--- src/rtl/amba_axi4_stream_fifo_if.sv ---
`default_nettype none
// ============================================================================
// Module   : amba_axi4_stream_fifo_if
// Purpose  : AXI4-Stream channel bundle with master/slave views.
// Revision : 1.0 - initial release
// ============================================================================
interface amba_axi4_stream_fifo_if #(
    parameter int DATA_WIDTH_BYTES = 1,
    parameter int ID_PORT_WIDTH    = 8,
    parameter int DEST_PORT_WIDTH  = 4,
    parameter int USER_PORT_WIDTH  = 1
);
    logic                          tvalid;
    logic                          tready;
    logic [8*DATA_WIDTH_BYTES-1:0] tdata;
    logic [DATA_WIDTH_BYTES-1:0]   tstrb;
    logic [DATA_WIDTH_BYTES-1:0]   tkeep;
    logic                          tlast;
    logic [ID_PORT_WIDTH-1:0]      tid;
    logic [DEST_PORT_WIDTH-1:0]    tdest;
    logic [USER_PORT_WIDTH-1:0]    tuser;

    modport master (
        output tvalid, tdata, tstrb, tkeep, tlast, tid, tdest, tuser,
        input  tready
    );

    modport slave (
        input  tvalid, tdata, tstrb, tkeep, tlast, tid, tdest, tuser,
        output tready
    );
endinterface
`default_nettype wire

--- src/rtl/amba_axi4_stream_fifo.sv ---
`default_nettype none
// ============================================================================
// Module   : amba_axi4_stream_fifo
// Purpose  : First-word-fall-through AXI4-Stream FIFO, optional packet mode.
// Revision : 1.0 - initial release
// ============================================================================
module amba_axi4_stream_fifo #(
    parameter int DATA_WIDTH_BYTES = 1,
    parameter int ID_WIDTH         = 8,
    parameter int DEST_WIDTH       = 4,
    parameter int USER_WIDTH       = 0,
    parameter int DEPTH            = 16,
    parameter int PACKET_MODE      = 0,
    localparam int CW              = $clog2(DEPTH) + 1
) (
    input  logic                    ACLK,
    input  logic                    ARESET,
    amba_axi4_stream_fifo_if.slave  s_axis,
    amba_axi4_stream_fifo_if.master m_axis,
    output logic [CW-1:0]           occupancy,
    output logic [CW-1:0]           pkt_count
);
    localparam int PW  = $clog2(DEPTH);
    localparam int DW  = 8 * DATA_WIDTH_BYTES;
    localparam int IDW = (ID_WIDTH   == 0) ? 1 : ID_WIDTH;
    localparam int DSW = (DEST_WIDTH == 0) ? 1 : DEST_WIDTH;
    localparam int USW = (USER_WIDTH == 0) ? 1 : USER_WIDTH;
    localparam int EW  = DW + 2 * DATA_WIDTH_BYTES + 1 + IDW + DSW + USW;

    logic [EW-1:0]  mem_q [DEPTH];
    logic [PW-1:0]  wr_ptr_q, wr_ptr_d;
    logic [PW-1:0]  rd_ptr_q, rd_ptr_d;
    logic [CW-1:0]  occ_q, occ_d;
    logic [CW-1:0]  pkt_q, pkt_d;
    logic           ready_q;
    logic           force_release_q, force_release_d;

    logic           push, pop, full, empty, m_valid;
    logic [EW-1:0]  wr_entry, rd_entry;
    logic [IDW-1:0] rd_id;
    logic [DSW-1:0] rd_dest;
    logic [USW-1:0] rd_user;

    assign full  = (occ_q == CW'(DEPTH));
    assign empty = (occ_q == '0);

    // In packet mode a beat is only visible once a whole packet is stored,
    // unless the FIFO filled up without one (oversize packet drains anyway).
    assign m_valid = !ARESET && !empty &&
                     ((PACKET_MODE == 0) || (pkt_q != '0) || force_release_q);

    assign s_axis.tready = ready_q && !ARESET;
    assign m_axis.tvalid = m_valid;

    assign push = s_axis.tvalid && s_axis.tready;
    assign pop  = m_valid && m_axis.tready;

    assign wr_entry = {s_axis.tdata, s_axis.tstrb, s_axis.tkeep, s_axis.tlast,
                       s_axis.tid, s_axis.tdest, s_axis.tuser};
    assign rd_entry = mem_q[rd_ptr_q];
    assign {m_axis.tdata, m_axis.tstrb, m_axis.tkeep, m_axis.tlast,
            rd_id, rd_dest, rd_user} = rd_entry;

    assign m_axis.tid   = (ID_WIDTH   == 0) ? '0 : rd_id;
    assign m_axis.tdest = (DEST_WIDTH == 0) ? '0 : rd_dest;
    assign m_axis.tuser = (USER_WIDTH == 0) ? '0 : rd_user;

    assign occupancy = occ_q;
    assign pkt_count = pkt_q;

    always_comb begin
        wr_ptr_d        = wr_ptr_q;
        rd_ptr_d        = rd_ptr_q;
        occ_d           = occ_q;
        force_release_d = force_release_q;

        if (push) wr_ptr_d = wr_ptr_q + PW'(1);
        if (pop)  rd_ptr_d = rd_ptr_q + PW'(1);

        case ({push, pop})
            2'b10:   occ_d = occ_q + CW'(1);
            2'b01:   occ_d = occ_q - CW'(1);
            default: occ_d = occ_q;
        endcase

        pkt_d = pkt_q + CW'(push && s_axis.tlast) - CW'(pop && m_axis.tlast);

        if (PACKET_MODE != 0) begin
            if (pop && m_axis.tlast)
                force_release_d = 1'b0;
            else if (full && (pkt_q == '0))
                force_release_d = 1'b1;
        end
    end

    always_ff @(posedge ACLK) begin
        if (ARESET) begin
            wr_ptr_q        <= '0;
            rd_ptr_q        <= '0;
            occ_q           <= '0;
            pkt_q           <= '0;
            force_release_q <= 1'b0;
            ready_q         <= 1'b1;
        end else begin
            wr_ptr_q        <= wr_ptr_d;
            rd_ptr_q        <= rd_ptr_d;
            occ_q           <= occ_d;
            pkt_q           <= pkt_d;
            force_release_q <= force_release_d;
            ready_q         <= (occ_d != CW'(DEPTH));
        end
    end

    always_ff @(posedge ACLK) begin
        if (push) mem_q[wr_ptr_q] <= wr_entry;
    end
endmodule
`default_nettype wire
--- src/flat_wrapper.sv ---
// flat-port wrapper written by rule: the top's interface ports become plain ports
module amba_axi4_stream_fifo_flat 
#(
    parameter int DATA_WIDTH_BYTES = 1,
    parameter int ID_WIDTH         = 8,
    parameter int DEST_WIDTH       = 4,
    parameter int USER_WIDTH       = 0,
    parameter int DEPTH            = 16,
    parameter int PACKET_MODE      = 0,
    localparam int CW              = $clog2(DEPTH) + 1
)
  (ACLK, ARESET, occupancy, pkt_count, s_axis_tvalid, s_axis_tdata, s_axis_tstrb, s_axis_tkeep, s_axis_tlast, s_axis_tid, s_axis_tdest, s_axis_tuser, s_axis_tready, m_axis_tvalid, m_axis_tdata, m_axis_tstrb, m_axis_tkeep, m_axis_tlast, m_axis_tid, m_axis_tdest, m_axis_tuser, m_axis_tready);
  amba_axi4_stream_fifo_if #(.DATA_WIDTH_BYTES(DATA_WIDTH_BYTES)) s_axis_i ();
  amba_axi4_stream_fifo_if #(.DATA_WIDTH_BYTES(DATA_WIDTH_BYTES)) m_axis_i ();
  input  logic ACLK;
  input  logic ARESET;
  output logic [CW-1:0] occupancy;
  output logic [CW-1:0] pkt_count;
  input wire logic [$bits(s_axis_i.tvalid)-1:0] s_axis_tvalid;
  input wire logic [$bits(s_axis_i.tdata)-1:0] s_axis_tdata;
  input wire logic [$bits(s_axis_i.tstrb)-1:0] s_axis_tstrb;
  input wire logic [$bits(s_axis_i.tkeep)-1:0] s_axis_tkeep;
  input wire logic [$bits(s_axis_i.tlast)-1:0] s_axis_tlast;
  input wire logic [$bits(s_axis_i.tid)-1:0] s_axis_tid;
  input wire logic [$bits(s_axis_i.tdest)-1:0] s_axis_tdest;
  input wire logic [$bits(s_axis_i.tuser)-1:0] s_axis_tuser;
  output wire logic [$bits(s_axis_i.tready)-1:0] s_axis_tready;
  output wire logic [$bits(m_axis_i.tvalid)-1:0] m_axis_tvalid;
  output wire logic [$bits(m_axis_i.tdata)-1:0] m_axis_tdata;
  output wire logic [$bits(m_axis_i.tstrb)-1:0] m_axis_tstrb;
  output wire logic [$bits(m_axis_i.tkeep)-1:0] m_axis_tkeep;
  output wire logic [$bits(m_axis_i.tlast)-1:0] m_axis_tlast;
  output wire logic [$bits(m_axis_i.tid)-1:0] m_axis_tid;
  output wire logic [$bits(m_axis_i.tdest)-1:0] m_axis_tdest;
  output wire logic [$bits(m_axis_i.tuser)-1:0] m_axis_tuser;
  input wire logic [$bits(m_axis_i.tready)-1:0] m_axis_tready;
  assign s_axis_i.tvalid = s_axis_tvalid;
  assign s_axis_i.tdata = s_axis_tdata;
  assign s_axis_i.tstrb = s_axis_tstrb;
  assign s_axis_i.tkeep = s_axis_tkeep;
  assign s_axis_i.tlast = s_axis_tlast;
  assign s_axis_i.tid = s_axis_tid;
  assign s_axis_i.tdest = s_axis_tdest;
  assign s_axis_i.tuser = s_axis_tuser;
  assign s_axis_tready = s_axis_i.tready;
  assign m_axis_tvalid = m_axis_i.tvalid;
  assign m_axis_tdata = m_axis_i.tdata;
  assign m_axis_tstrb = m_axis_i.tstrb;
  assign m_axis_tkeep = m_axis_i.tkeep;
  assign m_axis_tlast = m_axis_i.tlast;
  assign m_axis_tid = m_axis_i.tid;
  assign m_axis_tdest = m_axis_i.tdest;
  assign m_axis_tuser = m_axis_i.tuser;
  assign m_axis_i.tready = m_axis_tready;
  amba_axi4_stream_fifo #(.DATA_WIDTH_BYTES(DATA_WIDTH_BYTES), .ID_WIDTH(ID_WIDTH), .DEST_WIDTH(DEST_WIDTH), .USER_WIDTH(USER_WIDTH), .DEPTH(DEPTH), .PACKET_MODE(PACKET_MODE)) u_core (.ACLK(ACLK), .ARESET(ARESET), .s_axis(s_axis_i), .m_axis(m_axis_i), .occupancy(occupancy), .pkt_count(pkt_count));
endmodule
--- config.mk ---
export PLATFORM = sky130hd
export DESIGN_NAME = amba_axi4_stream_fifo_flat
export DESIGN_NICKNAME = d
export VERILOG_FILES = /design/src/rtl/amba_axi4_stream_fifo_if.sv /design/src/rtl/amba_axi4_stream_fifo.sv /design/src/flat_wrapper.sv
export SDC_FILE = /design/constraint.sdc
export NUM_CORES = 1
export LEC_CHECK = 0
export CAP_MARGIN = 25
export CELL_PAD_IN_SITES_DETAIL_PLACEMENT = 1
export CELL_PAD_IN_SITES_GLOBAL_PLACEMENT = 1
export CORE_MARGIN = 2
export CORE_UTILIZATION = 53
export CTS_CLUSTER_DIAMETER = 200
export DETAILED_ROUTE_END_ITERATION = 12
export PLACE_DENSITY = 0.79
export SKIP_CTS_REPAIR_TIMING = 1
export SYNTH_ARGS = -nofsm -noshare
export SYNTH_HDL_FRONTEND = slang
export SYNTH_SLANG_ARGS = --single-unit
--- constraint.sdc ---
create_clock -name ACLK -period 4.87 [get_ports ACLK]
set_input_delay 0.487 -clock ACLK [delete_from_list [all_inputs] [get_ports ACLK]]
set_output_delay 0.487 -clock ACLK [all_outputs]
set_load 0.02 [all_outputs]
After elaboration in Yosys (flattened, before gate mapping)

Memories as Yosys holds them, arrays and structs flattened. A register that Yosys moved wholly into a read port is not among the register bits.
Cells that the tools add are included.

Bits in writable memories: 384
Input port bits: 28
Register bits: 19
Output and inout bits: 36
Word-level logic and storage cells: 29
Memories: 1

Memory list:

| name         | depth | bits a word | rd ports | clocked after memory_dff | write ports | RTL line                    | text |
|---|---|---|---|---|---|---|---|
| u_core.mem_q | 16    | 24          | 1        | 1                        | 1           | amba_axi4_stream_fifo.sv:30 | `logic [EW-1:0] mem_q [DEPTH];` |

Add/subtract/negate cells: 6
Multiplexer cells: 5
Reduce and logical (&&, ||, !) cells: 9
Equality and inequality tests: 3

Operators with widths:

| kind                  | number |
|---|---|
| $pmux W5 S2           | 1 |
| $add A4 B1 Y4 const B | 2 |
| $mux W4               | 2 |
| $logic_and A1 B1 Y1   | 6 |
| $add A5 B1 Y5         | 1 |
| $add A5 B1 Y5 const B | 1 |
| $logic_not A5 Y1      | 1 |
| $ne A5 B5 Y1 const B  | 1 |
| $sub A5 B1 Y5         | 1 |
| $sub A5 B1 Y5 const B | 1 |
| $eq A2 B1 Y1 const B  | 1 |
| $eq A2 B2 Y1 const B  | 1 |
| $logic_not A1 Y1      | 2 |
| $mux W1               | 2 |

Longest topological paths before layout

Gate-level depths: netlist of run 1.

Depth in word-level cells: 7
Mapped depth: 12
Gate-level depth less buffers: 11

Least setup slack after synthesis of run 1

OpenSTA, ideal clock, no wires.

Kind: reg-to-reg
From: reg (tool-made name)
To: reg u_core.pkt_q[4] (netlist: u_core.pkt_count[4])
Clock period less this slack: 3.256 ns
Buffers on the path: 1
Arrival time: 3.128 ns
Setup time: 0.129 ns
Cell stages (with the launch flop): 13
Path slack: 1.614 ns
Required time: 4.741 ns
Cell sequence: dfxtp_1 > buf_6 > mux4_2 > mux4_2 > and2_1 > ha_1 > inv_1 > ha_1 > fa_1 > a21o_1 > a21oi_1 > xnor2_1 > nor2_1

RTL lines:

| what                 | RTL line                     | text |
|---|---|---|
| end signal, assigned | amba_axi4_stream_fifo.sv:108 | `pkt_q <= pkt_d;` |
| end, declared        | amba_axi4_stream_fifo.sv:34  | `logic [CW-1:0] pkt_q, pkt_d;` |

==> reports/qor.txt, run 1 <==
antenna violations before repair -> 0
period utilization -> 0.843
CTS root buf -> clkbuf_16
max_cap viols -> 0
multiplexer area fraction after synthesis -> 0.173
IR drop worst, VDD -> 0.000245 V
XOR/XNOR share of the synthesized area -> 0.00869
Synth Flop Type -> edfxtp_1
syn_area_per_cell -> 22.9 sq um
Worst setup EP type -> primary output
Critical Path, Cell by Cell -> buf_4, mux4_2, mux4_2, clkdlybuf4s50_1
final wirelength -> 33900 microns
Slew Viols, Final -> 0
Setup Skew -> 20.8 ps
Antenna Nets Post-Route -> 0
Leak Pwr -> 5.43 nW
status -> finished, final reports clean
Syn Inst Count -> 661
Yosys top cell area share -> 0.731
PortBufs -> 61
worst endpoint required time -> 4380 ps
die height -> 173 microns
fillcell total -> 2285
GPL Wtd Cong -> 0.740
Die X-Extent -> 173 microns
largest cells by area after synthesis -> edfxtp_1 (73%), mux4_2 (17%), dfxtp_1 (3.0%)
hpwl dp -> 17900 microns
routed via count -> 7162
Layout area overhead -> 15.5%
most common cell in the synthesized netlist -> edfxtp_1
first-pass GRT wire length -> 51200 microns
Cells after DPL -> 1093
Finish-stage setup viols -> 0
Layout Utilization -> 0.625
synth warn -> 0
largest net degree at the start of global routing -> 45
number of global-route vias before repair -> 7969
CTS buffer count -> 38
commonest cells in the netlist -> edfxtp_1 (368), mux4_2 (115), dfxtp_1 (23)
setup_tns -> 0 ps
worst hold slack -> 529 ps
slew of the pin with the lowest slew margin -> 698 ps
Worst setup SP type -> flop
post-synthesis compound-gate area fraction -> 0.00778
CP Class -> flop to primary output
Initial Util -> 0.541
largest family of logic cells by synthesized area -> multiplexers
core area -> 27900 sq um
die area -> 29900 sq um
async set or reset register ratio after synthesis -> 0
io pins -> 64
Worst slew margin -> 0.535
Clock Path Buffers -> 3
minimum clock period -> 4110 ps
library cells used by synthesis -> 39
antenna cells -> 0
Tot GR Track Use -> 0.234
worst min path class -> flop to flop
Syn Nets -> 703
sequential share of the synthesized area -> 0.761
Storage cell area -> 11500 sq um
WHS Path Cells -> 2
Final Hold Fails -> 0
DRT Pass-1 Iters -> 4
Syn Std Cell Area -> 15100 sq um
H-tree levels -> 2
Multi-input gate area -> 3390 sq um
num rows -> 61
#FFs+latches synth -> 391
final global-route overflow total -> 0
largest area contributor in the netlist -> edfxtp_1
number of DRC markers in iteration 0 -> 800
Finished Layout Cells -> 1159
Clock Sinks -> 391
Max Fanout on Critical Path -> 36
Simple-Gate Fraction of Synth Area -> 0.0228
share of cells above drive strength 1 -> 0.260
# nets final -> 797
Crit path top cell by count -> mux4_2
RSZ-0062 raised after global routing -> false
Clock Latency Late Sink -> 520 ps
Post-route DRC -> 0
Avg WL per Cell -> 29.3 microns
DR vias/cell -> 6.18
Fmax -> 244 MHz
Worst EP arrival -> 3620 ps
number of synthesized flops with an enable pin -> 368
Power Dens Cells -> 456 nW/um^2
total power -> 7.96 mW
Max stage delay on crit path -> 730 ps
Reg2Reg Depth -> 11
adder-cell area share of the yosys netlist -> 0.0121
CTS tree -> done
CP max stage cell -> dfxtp_4
Clock transition at path regs -> 60 ps
-- power breakdown --
part | internal [mW] | switching (mW) | total, mW
sequential | 3.75 | 0.0970 | 3.85
clock | 1.75 | 1.20 | 2.95
combinational | 0.616 | 0.545 | 1.16
total | 6.12 | 1.84 | 7.96
-- cells in the final DEF, fill, tap and decap left out, types with 8 or more instances in the layout --
cell type,instances
clkdlybuf4s50_1,61
ha_1,13
nor2_1,17
mux4_2,115
buf_4,23
xor2_1,9
clkinv_2,8
inv_1,10
edfxtp_1,368
clkbuf_16,39
dfxtp_1,20
and2_1,18
-- cells by family after synthesis --
kind of cell | Yosys count
simple gates | 64
xor+xnor | 15
flops | 391
buf+inv | 42
fa+ha+maj | 14
other cells | 1
compound gates | 17
mux | 117
-- final timing paths --
check,startpoint,end,slack (ps)
worst max-delay path,flop,m_axis_tdata[6],760
worst min-delay path,u_core.rd_ptr_q[1],flop,530
worst max register to register,flop,u_core.pkt_count[4],1160
worst min register to register,u_core.rd_ptr_q[1],flop,530
-- per-layer routing --
metal	track usage	wire length, microns	vias to the layer above
li1	-	-	2942
met1	0.307	13100	3846
met2	0.400	17600	305
met3	0.0453	2300	69
met4	0.0784	871	0
met5	0	0	-
-- worst max-delay path, delay by kind of cell (launching register included) --
family	cells	cell delay, ps
muxes	2	1120
buffers and inverters	2	1250
DFF	1	730
-- final cells by class --
| type | instances | area share |
|---|---|---|
| Clock buffer | 44 | 0.0575 |
| Timing Repair Buffer | 84 | 0.0449 |
| Multi-Input combinational cell | 228 | 0.194 |
| Sequential cell | 391 | 0.660 |
| Inverter | 12 | 0.00258 |
| Tap cell | 378 | 0.0271 |
| Clock inverter | 22 | 0.0140 |
-- sequential cells by signal, summed over array words and instances (netlist names), named ones only --
| name | flops |
|---|---|
| u_core.mem_q | 368 |
| u_core.occupancy | 5 |
| u_core.pkt_count | 5 |
| u_core.rd_ptr_q | 4 |
| u_core.wr_ptr_q | 4 |
| u_core.ready_q | 1 |
-- through the flow --
step           area [sq um]  setup WS, ps
2_1_floorplan         15100          1610
3_3_place_gp          16200          1210
3_5_place_dp          16200          1080
4_1_cts               17500           649
5_1_grt               17500           498
6_report              17500           764
Power figures use the tool's default switching activity.
==> run 2, diff against run 1 <==
CORE_UTILIZATION = 48   (was 53)
PLACE_DENSITY = 0.76   (was 0.79)
clock period = 3.45 ns   (was 4.87 ns; I/O delays follow)
==> reports/qor.txt, run 2 (synthesized netlist as in run 1, its figures left out) <==
Max Fanout on Critical Path -> 38
number of flip-flops under the largest register name -> 368
Worst setup SP type -> flop
WHS Path Cells -> 2
final global-route overflow total -> 0
DR vias/cell -> 5.89
Clock Path Buffers -> 3
# nets final -> 807
cell area after layout -> 17600 sq um
Critical Path, Cell by Cell -> buf_16, mux4_2, mux4_2, clkdlybuf4s50_1
Leak Pwr -> 5.48 nW
Worst EP arrival -> 3000 ps
hpwl dp -> 17700 microns
CTS tree -> done
Biggest register -> u_core.mem_q
Die X-Extent -> 181 microns
routed via count -> 7013
Worst Path Buf+Inv -> 2
RSZ-0062 raised after global routing -> false
Post-route DRC -> 0
minimum clock period -> 3340 ps
CTS root buf -> clkbuf_16
Slew Viols, Final -> 0
worst hold slack -> 527 ps
DRT Pass-1 Iters -> 5
Storage cell area -> 11500 sq um
status -> finished, final reports clean
antenna violations before repair -> 0
most common cell after layout, fill and taps aside -> edfxtp_1
Finish-stage setup viols -> 0
antenna cells -> 0
Sequential Power Share -> 0.481
H-tree levels -> 2
io pins -> 64
power share of the clock group -> 0.363
Fmax -> 299 MHz
Tot GR Track Use -> 0.204
die height -> 181 microns
largest net degree at the start of global routing -> 77
Int Pwr -> 8.58 mW
final wirelength -> 32900 microns
R2R Setup Slk -> 130 ps
number of global-route vias before repair -> 7819
core area -> 30800 sq um
Setup Skew -> 14.0 ps
Initial Util -> 0.490
worst min path class -> flop to flop
Worst slew margin -> 0.584
period utilization -> 0.969
Avg WL per Cell -> 27.7 microns
IR drop worst, VDD -> 0.000359 V
Power Dens Cells -> 637 nW/um^2
slew of the pin with the lowest slew margin -> 622 ps
Layout area overhead -> 16.4%
Crit path top cell by count -> mux4_2
max_cap viols -> 0
Reg2Reg Depth -> 11
Clock Latency Late Sink -> 520 ps
Comb power frac -> 0.156
PortBufs -> 61
Antenna Nets Post-Route -> 0
CP Class -> flop to primary output
CP max stage cell -> mux4_2
worst endpoint required time -> 3110 ps
placed instance area -> 16300 sq um
first-pass GRT wire length -> 49100 microns
Max stage delay on crit path -> 570 ps
Switching Fraction -> 0.234
CTS buffer count -> 40
num rows -> 64
Clock Sinks -> 391
sw power -> 2.63 mW
GPL Wtd Cong -> 0.761
number of DRC markers in iteration 0 -> 652
Clock transition at path regs -> 60 ps
die area -> 32900 sq um
RR Endpoint -> u_core.pkt_count[4]
hold path start -> u_core.rd_ptr_q[1]
Final Hold Fails -> 0
commonest cells after routing, fill and taps aside -> edfxtp_1 (368), mux4_2 (115), clkdlybuf4s50_1 (61)
Worst setup EP type -> primary output
fillcell total -> 2583
share of cells above drive strength 1 -> 0.261
Multi-input gate area -> 3390 sq um
Crit path max-delay family -> multiplexers
setup_tns -> 0 ps
run 2: cell types whose count changed in the layout (fill, tap and decap cells not counted), sizes merged:
cell and delta:
buf +7, bufinv -2, clkbuf +10, clkinv -1, clkinvlp -1
run 2: final cells by class:
cell class | count | area share
Clock buffer | 53 | 0.0597
Clock inverter | 18 | 0.0100
Inverter | 12 | 0.00256
Multi-Input combinational cell | 228 | 0.193
Sequential cell | 391 | 0.655
Tap cell | 396 | 0.0282
Timing Repair Buffer | 92 | 0.0519
run 2: through the flow:
step | power, mW | setup WS (ps) | std cells | utilization
2_1_floorplan | 6.66 | 194 | 661 | -
3_3_place_gp | 7.11 | 263 | 1118 | 0.529
3_5_place_dp | 7.20 | 161 | 1118 | 0.529
4_1_cts | 11.3 | -141 | 1189 | 0.569
5_1_grt | 11.6 | 2.35 | 1190 | 0.571
6_report | 11.2 | 107 | 1190 | 0.571
run 2: worst register-to-register path, stage by stage (launching register included):
cell and delay, ps:
dfxtp_4 460, mux4_2 540, mux4_2 510, and2_1 180, ha_1 260, inv_1 40, ha_1 210, fa_1 440
a21o_1 210, a21oi_2 160, xnor2_1 140, nor2_1 60
run 2: worst max path at each step:
stage | start | end | slack (ps) | cells past startpoint
finish | flop | m_axis_tdest[0] | 110 | 4
global route | flop | u_core.pkt_count[4] | 2 | 11
CTS | flop | m_axis_tid[1] | -140 | 4
detailed placement | flop | u_core.pkt_count[4] | 160 | 11
global placement | flop | u_core.pkt_count[4] | 260 | 11
floorplan | flop | u_core.pkt_count[4] | 190 | 12
run 2: routing by layer:
layer | share of wire | GRT usage | vias up
li1 | - | - | 2977
met1 | 0.40 | 0.265 | 3734
met2 | 0.52 | 0.358 | 251
met3 | 0.050 | 0.0335 | 51
met4 | 0.022 | 0.0595 | 0
met5 | 0 | 0 | -
run 2: power groups by stage:
stage	Combinational [mW]	Clock [mW]	Sequential, mW
floorplan	1.17	0	5.48
CTS	1.74	4.13	5.39
global placement	1.64	0	5.48
global route	1.88	4.33	5.41
detailed placement	1.72	0	5.49
finish	1.75	4.07	5.40
==> run 3, diff against run 2 <==
CORE_UTILIZATION = 53   (was 48)
CTS_BUF_LIST = sky130_fd_sc_hd__clkbuf_4 sky130_fd_sc_hd__clkbuf_8   (was unset)
PLACE_DENSITY = 0.79   (was 0.76)
clock period = 4.1 ns   (was 3.45 ns; I/O delays follow)
==> reports/qor.txt, run 3 (synthesized netlist as in run 1, its figures left out) <==
status -> finished, final reports clean
Clock transition at path regs -> 60 ps
antenna violations before repair -> 0
die height -> 173 microns
Crit path top cell by count -> mux4_2
final global-route overflow total -> 0
placed instance area -> 16300 sq um
Post-route DRC -> 0
Power Dens Cells -> 527 nW/um^2
num rows -> 61
GPL Wtd Cong -> 0.727
CTS root buf -> clkbuf_8
die area -> 29900 sq um
worst min path class -> flop to flop
Worst setup SP type -> flop
largest net degree at the start of global routing -> 89
Setup Skew -> 31.6 ps
number of DRC markers in iteration 0 -> 595
max_cap viols -> 0
Critical Path, Cell by Cell -> buf_4, mux4_2, mux4_2, clkdlybuf4s50_1
slew of the pin with the lowest slew margin -> 726 ps
Antenna Nets Post-Route -> 0
Slew Viols, Final -> 0
io pins -> 64
H-tree levels -> 2
IR drop worst, VDD -> 0.000256 V
R2R Setup Slk -> 710 ps
setup_tns -> 0 ps
number of global-route vias before repair -> 8092
Clock Latency Late Sink -> 610 ps
Initial Util -> 0.541
core area -> 27900 sq um
Clock Path Buffers -> 3
CTS buffer count -> 60
Leak Pwr -> 5.49 nW
number of flip-flops under the largest register name -> 368
first-pass GRT wire length -> 49900 microns
CP max stage cell -> buf_4
Worst setup EP type -> primary output
Fmax -> 269 MHz
# nets final -> 820
DR vias/cell -> 5.90
PortBufs -> 61
Avg WL per Cell -> 27.0 microns
Clock Sinks -> 391
Worst slew margin -> 0.516
hpwl dp -> 17800 microns
antenna cells -> 0
DRT Pass-1 Iters -> 4
commonest cells after routing, fill and taps aside -> edfxtp_1 (368), mux4_2 (115), clkbuf_8 (67)
CTS tree -> done
RSZ-0062 raised after global routing -> false
period utilization -> 0.907
most common cell after layout, fill and taps aside -> edfxtp_1
Final Hold Fails -> 0
Finish-stage setup viols -> 0
CP Class -> flop to primary output
minimum clock period -> 3720 ps
routed via count -> 7111
share of cells above drive strength 1 -> 0.293
Layout area overhead -> 15.9%
worst endpoint required time -> 3690 ps
final wirelength -> 32600 microns
Max Fanout on Critical Path -> 36
Tot GR Track Use -> 0.226
Max stage delay on crit path -> 600 ps
hold path start -> u_core.rd_ptr_q[1]
Worst EP arrival -> 3310 ps
Biggest register -> u_core.mem_q
Die X-Extent -> 173 microns
cell area after layout -> 17500 sq um
-- run 3: worst paths after layout --
path | endpoint | cells after the start
max | m_axis_tdest[1] | 4
min | flop | 2
min reg2reg | flop | 2
max reg2reg | u_core.pkt_count[4] | 11
-- run 3: routing by layer --
layer / vias to the layer above / share of wire / GRT usage / wire (microns)
met5: - / 0 / 0 / 0
met4: 0 / 0.029 / 0.0876 / 941
met3: 78 / 0.065 / 0.0545 / 2120
met2: 293 / 0.51 / 0.375 / 16600
met1: 3733 / 0.40 / 0.294 / 12900
li1: 3007 / - / - / -
-- run 3: layout make-up --
class,count,area (sq um)
flip-flops and latches,391,11500
repair buffers,85,853
multi-input cells,228,3390
clock buffers,85,1060
well taps,378,473
inverters,12,45.0
fillers,2358,10400
clock inverters,27,181
-- run 3: worst max-delay path: cells and delay by family (launching register included) --
family | cells | cell delay, ps
buffers and inverters | 2 | 1170
muxes | 2 | 1110
DFF | 1 | 410
-- run 3: metrics by stage --
step,hold slack [ps],power (mW),std cells,setup WS [ps],utilization
2_1_floorplan,476,5.60,661,844,-
3_5_place_dp,535,6.04,1094,671,0.583
5_1_grt,574,9.58,1206,191,0.627
4_1_cts,552,9.32,1206,295,0.627
6_report,543,9.23,1206,380,0.627
3_3_place_gp,489,5.98,1094,800,0.583
-- run 3: report_power, final --
part | switching [mW] | internal (mW)
Combinational | 0.675 | 0.740
Sequential | 0.0716 | 4.46
Clock | 1.49 | 1.79
==> patch (config.mk and constraints of run 3) <==
`pkt_q` no longer has a reset.
--- a/src/rtl/amba_axi4_stream_fifo.sv
+++ b/src/rtl/amba_axi4_stream_fifo.sv
@@ -100,3 +100,2 @@
             occ_q           <= '0;
-            pkt_q           <= '0;
             force_release_q <= 1'b0;
@@ -107,3 +106,2 @@
             occ_q           <= occ_d;
-            pkt_q           <= pkt_d;
             force_release_q <= force_release_d;
@@ -111,2 +109,6 @@
         end
+    end
+
+    always_ff @(posedge ACLK) begin
+        pkt_q <= pkt_d;
     end
Check against the original RTL: differs if ARESET is asserted again (counterexample within 4 cycles, from zero or initial values and one cycle with ARESET high); with ARESET held inactive, the same outputs for 4 cycles.
==> patch against run 3 <==
Die area decreased by 0.14%; synthesized area fell by 0.15%; sequential cell count did not move; via count is 2.3% higher; routed wire length up 4.0%; count of clock-buffer cells in the layout is 9 higher; final cell count grew 0.66%; setup slack better by 0.056 ns; total power rose by 2.9%; design area rose by 0.50%; first-iteration DRC count fell by 9.2%.
==> patch: results (changes against run 3) <==
status:
  outcome: "complete, no violations"  # unchanged
placement:
  dpl.hpwl_mm: 19.0  # was 17.8 mm
  place_congestion: 0.740  # was 0.727
  numPortBuffers: 61  # unchanged
  dpl.cell_count: 1094  # unchanged
  postPlaceCellArea_um2: 16300  # about the same
  preCtsSetupSlack_ns: 0.555  # was 0.671 ns
grt:
  grt_util_met2: 0.389  # was 0.375
  grt_usage: 0.238  # was 0.226
  first_global_vias: 7983  # was 8092
  grt_pass1_wl_mm: 51.4  # was 49.9 mm
  grt_max_degree: 65  # was 89
  met1_usage: 0.316  # was 0.294
  met3_usage: 0.0497  # was 0.0545
yosys:
  synthArstFlopShare: 0  # unchanged
  ys_types: 38  # was 39
  synthTopCellsByCount: "edfxtp_1 (368), mux4_2 (115), dfxtp_1 (23)"  # unchanged
  yosysSeqAreaShare: 0.762  # was 0.761
  ys.flop_type: "edfxtp_1"  # unchanged
  avgSynthCellArea_um2: 23.0  # was 22.9 um^2
  synthTopCellsByArea: "edfxtp_1 (73%), mux4_2 (17%), dfxtp_1 (3.0%), ha_1 (1.1%), and2_1 (0.75%)"  # was edfxtp_1 (73%), mux4_2 (17%), dfxtp_1 (3.0%), ha_1 (1.1%), and2_1 (0.74%)
  yosysWarnings: 0  # unchanged
  syn-num-nets: 698  # was 703
  synth_edf_count: 368  # unchanged
critical_path:
  rrSetupSlack_ns: 0.80  # was 0.71 ns
  crit_fanout: 64  # was 36
  endpoint: "m_axis_tdata[5]"  # was m_axis_tdest[1]
  setup.worst_path.class: "flip-flop to primary output"  # unchanged
  regToRegEndpoint: "u_core.pkt_count[4]$_DFF_P_"  # was u_core.pkt_count[4]$_SDFF_PP0_
  reg2reg_depth: 10  # was 11
  cp.arrival_ns: 3.25  # was 3.31 ns
  crit_slowest_cell: "mux4_2"  # was buf_4
  cp_top_family: "multiplexers"  # was buffers and inverters
routing:
  viasPerCell: 5.99  # was 5.90
  drt-wirelength-per-cell_um: 27.9  # was 27.0 um
  dr_wl_met3_mm: 2.40  # was 2.12 mm
  wl_met1_mm: 13.2  # was 12.9 mm
  wl_met2_mm: 17.3  # was 16.6 mm
  dr.pass1.iters: 5  # was 4
  first_iter_violations: 540  # was 595
  vias: 7272  # was 7111
cells_and_area:
  diodes: 0  # unchanged
  drive_above_1_share: 0.307  # was 0.293
  top_register: "u_core.mem_q"  # unchanged
  nets: 826  # was 820
min_path:
  hp-class: "flip-flop to flip-flop"  # unchanged
sta:
  setup_viol: 0  # unchanged
  slew_headroom: 0.451  # was 0.516
  skew_ns: 0.0308  # was 0.0316 ns
  fmax_mhz: 273  # was 269 MHz
  drv_slew: 0  # unchanged
clock_network:
  clk_pin_slew_worst_paths_ns: 0.06  # about the same
  htreeDepth: 3  # was 2
  insertion_delay_ns: 0.59  # was 0.61 ns
  clock_path_buffers: 3  # unchanged
  cts_buffers: 66  # was 60
power:
  p_leak_uw: 0.00556  # was 0.00549 uW
  p_sw_uw: 2370  # was 2240 uW
  ir_drop_mv: 0.312  # was 0.256 mV
[patch: power by group through the flow]
stage | Combinational [uW] | Sequential (uW) | Clock (uW)
after CTS | 1570 | 4580 | 3460
after global routing | 1660 | 4580 | 3620
after global placement | 1470 | 4640 | 0
after detailed placement | 1540 | 4660 | 0
final | 1540 | 4570 | 3380
after floorplan | 1030 | 4660 | 0
[patch: worst min-delay path by stage]
stage / startpoint / to / slack (ns) / cells after the start
after floorplan: u_core.rd_ptr_q[1]$_SDFFE_PP0N_ / flip-flop / 0.48 / 2
after global placement: u_core.rd_ptr_q[1]$_SDFFE_PP0N_ / flip-flop / 0.49 / 2
after detailed placement: u_core.rd_ptr_q[3]$_SDFFE_PP0N_ / flip-flop / 0.53 / 2
after CTS: u_core.rd_ptr_q[3]$_SDFFE_PP0N_ / flip-flop / 0.55 / 2
after global routing: u_core.rd_ptr_q[1]$_SDFFE_PP0N_ / flip-flop / 0.58 / 2
final: u_core.rd_ptr_q[1]$_SDFFE_PP0N_ / flip-flop / 0.55 / 2
[patch: cell families after synthesis]
family                     synth area share
xor gates and xnor gates            0.00870
muxes                                 0.173
DFF                                   0.762
adders and majority gates            0.0121
buffers and inverters                0.0146
AOI/OAI and AO/OA                   0.00779
and+or+nand+nor                      0.0212
other                              0.000248
[patch: cell type report]
cell class,instances,area (um^2)
inverter,12,45.0
sequential,391,11500
multi-input combinational,223,3370
clock buffer,94,1130
timing repair buffer,90,916
tap,378,473
fill,2334,10300
clock inverter,26,156
[patch: worst min-delay path: stages, from the launching register on]
cell and delay (ns):
dfxtp_1 0.33, nand2_1 0.07, o21ai_0 0.09
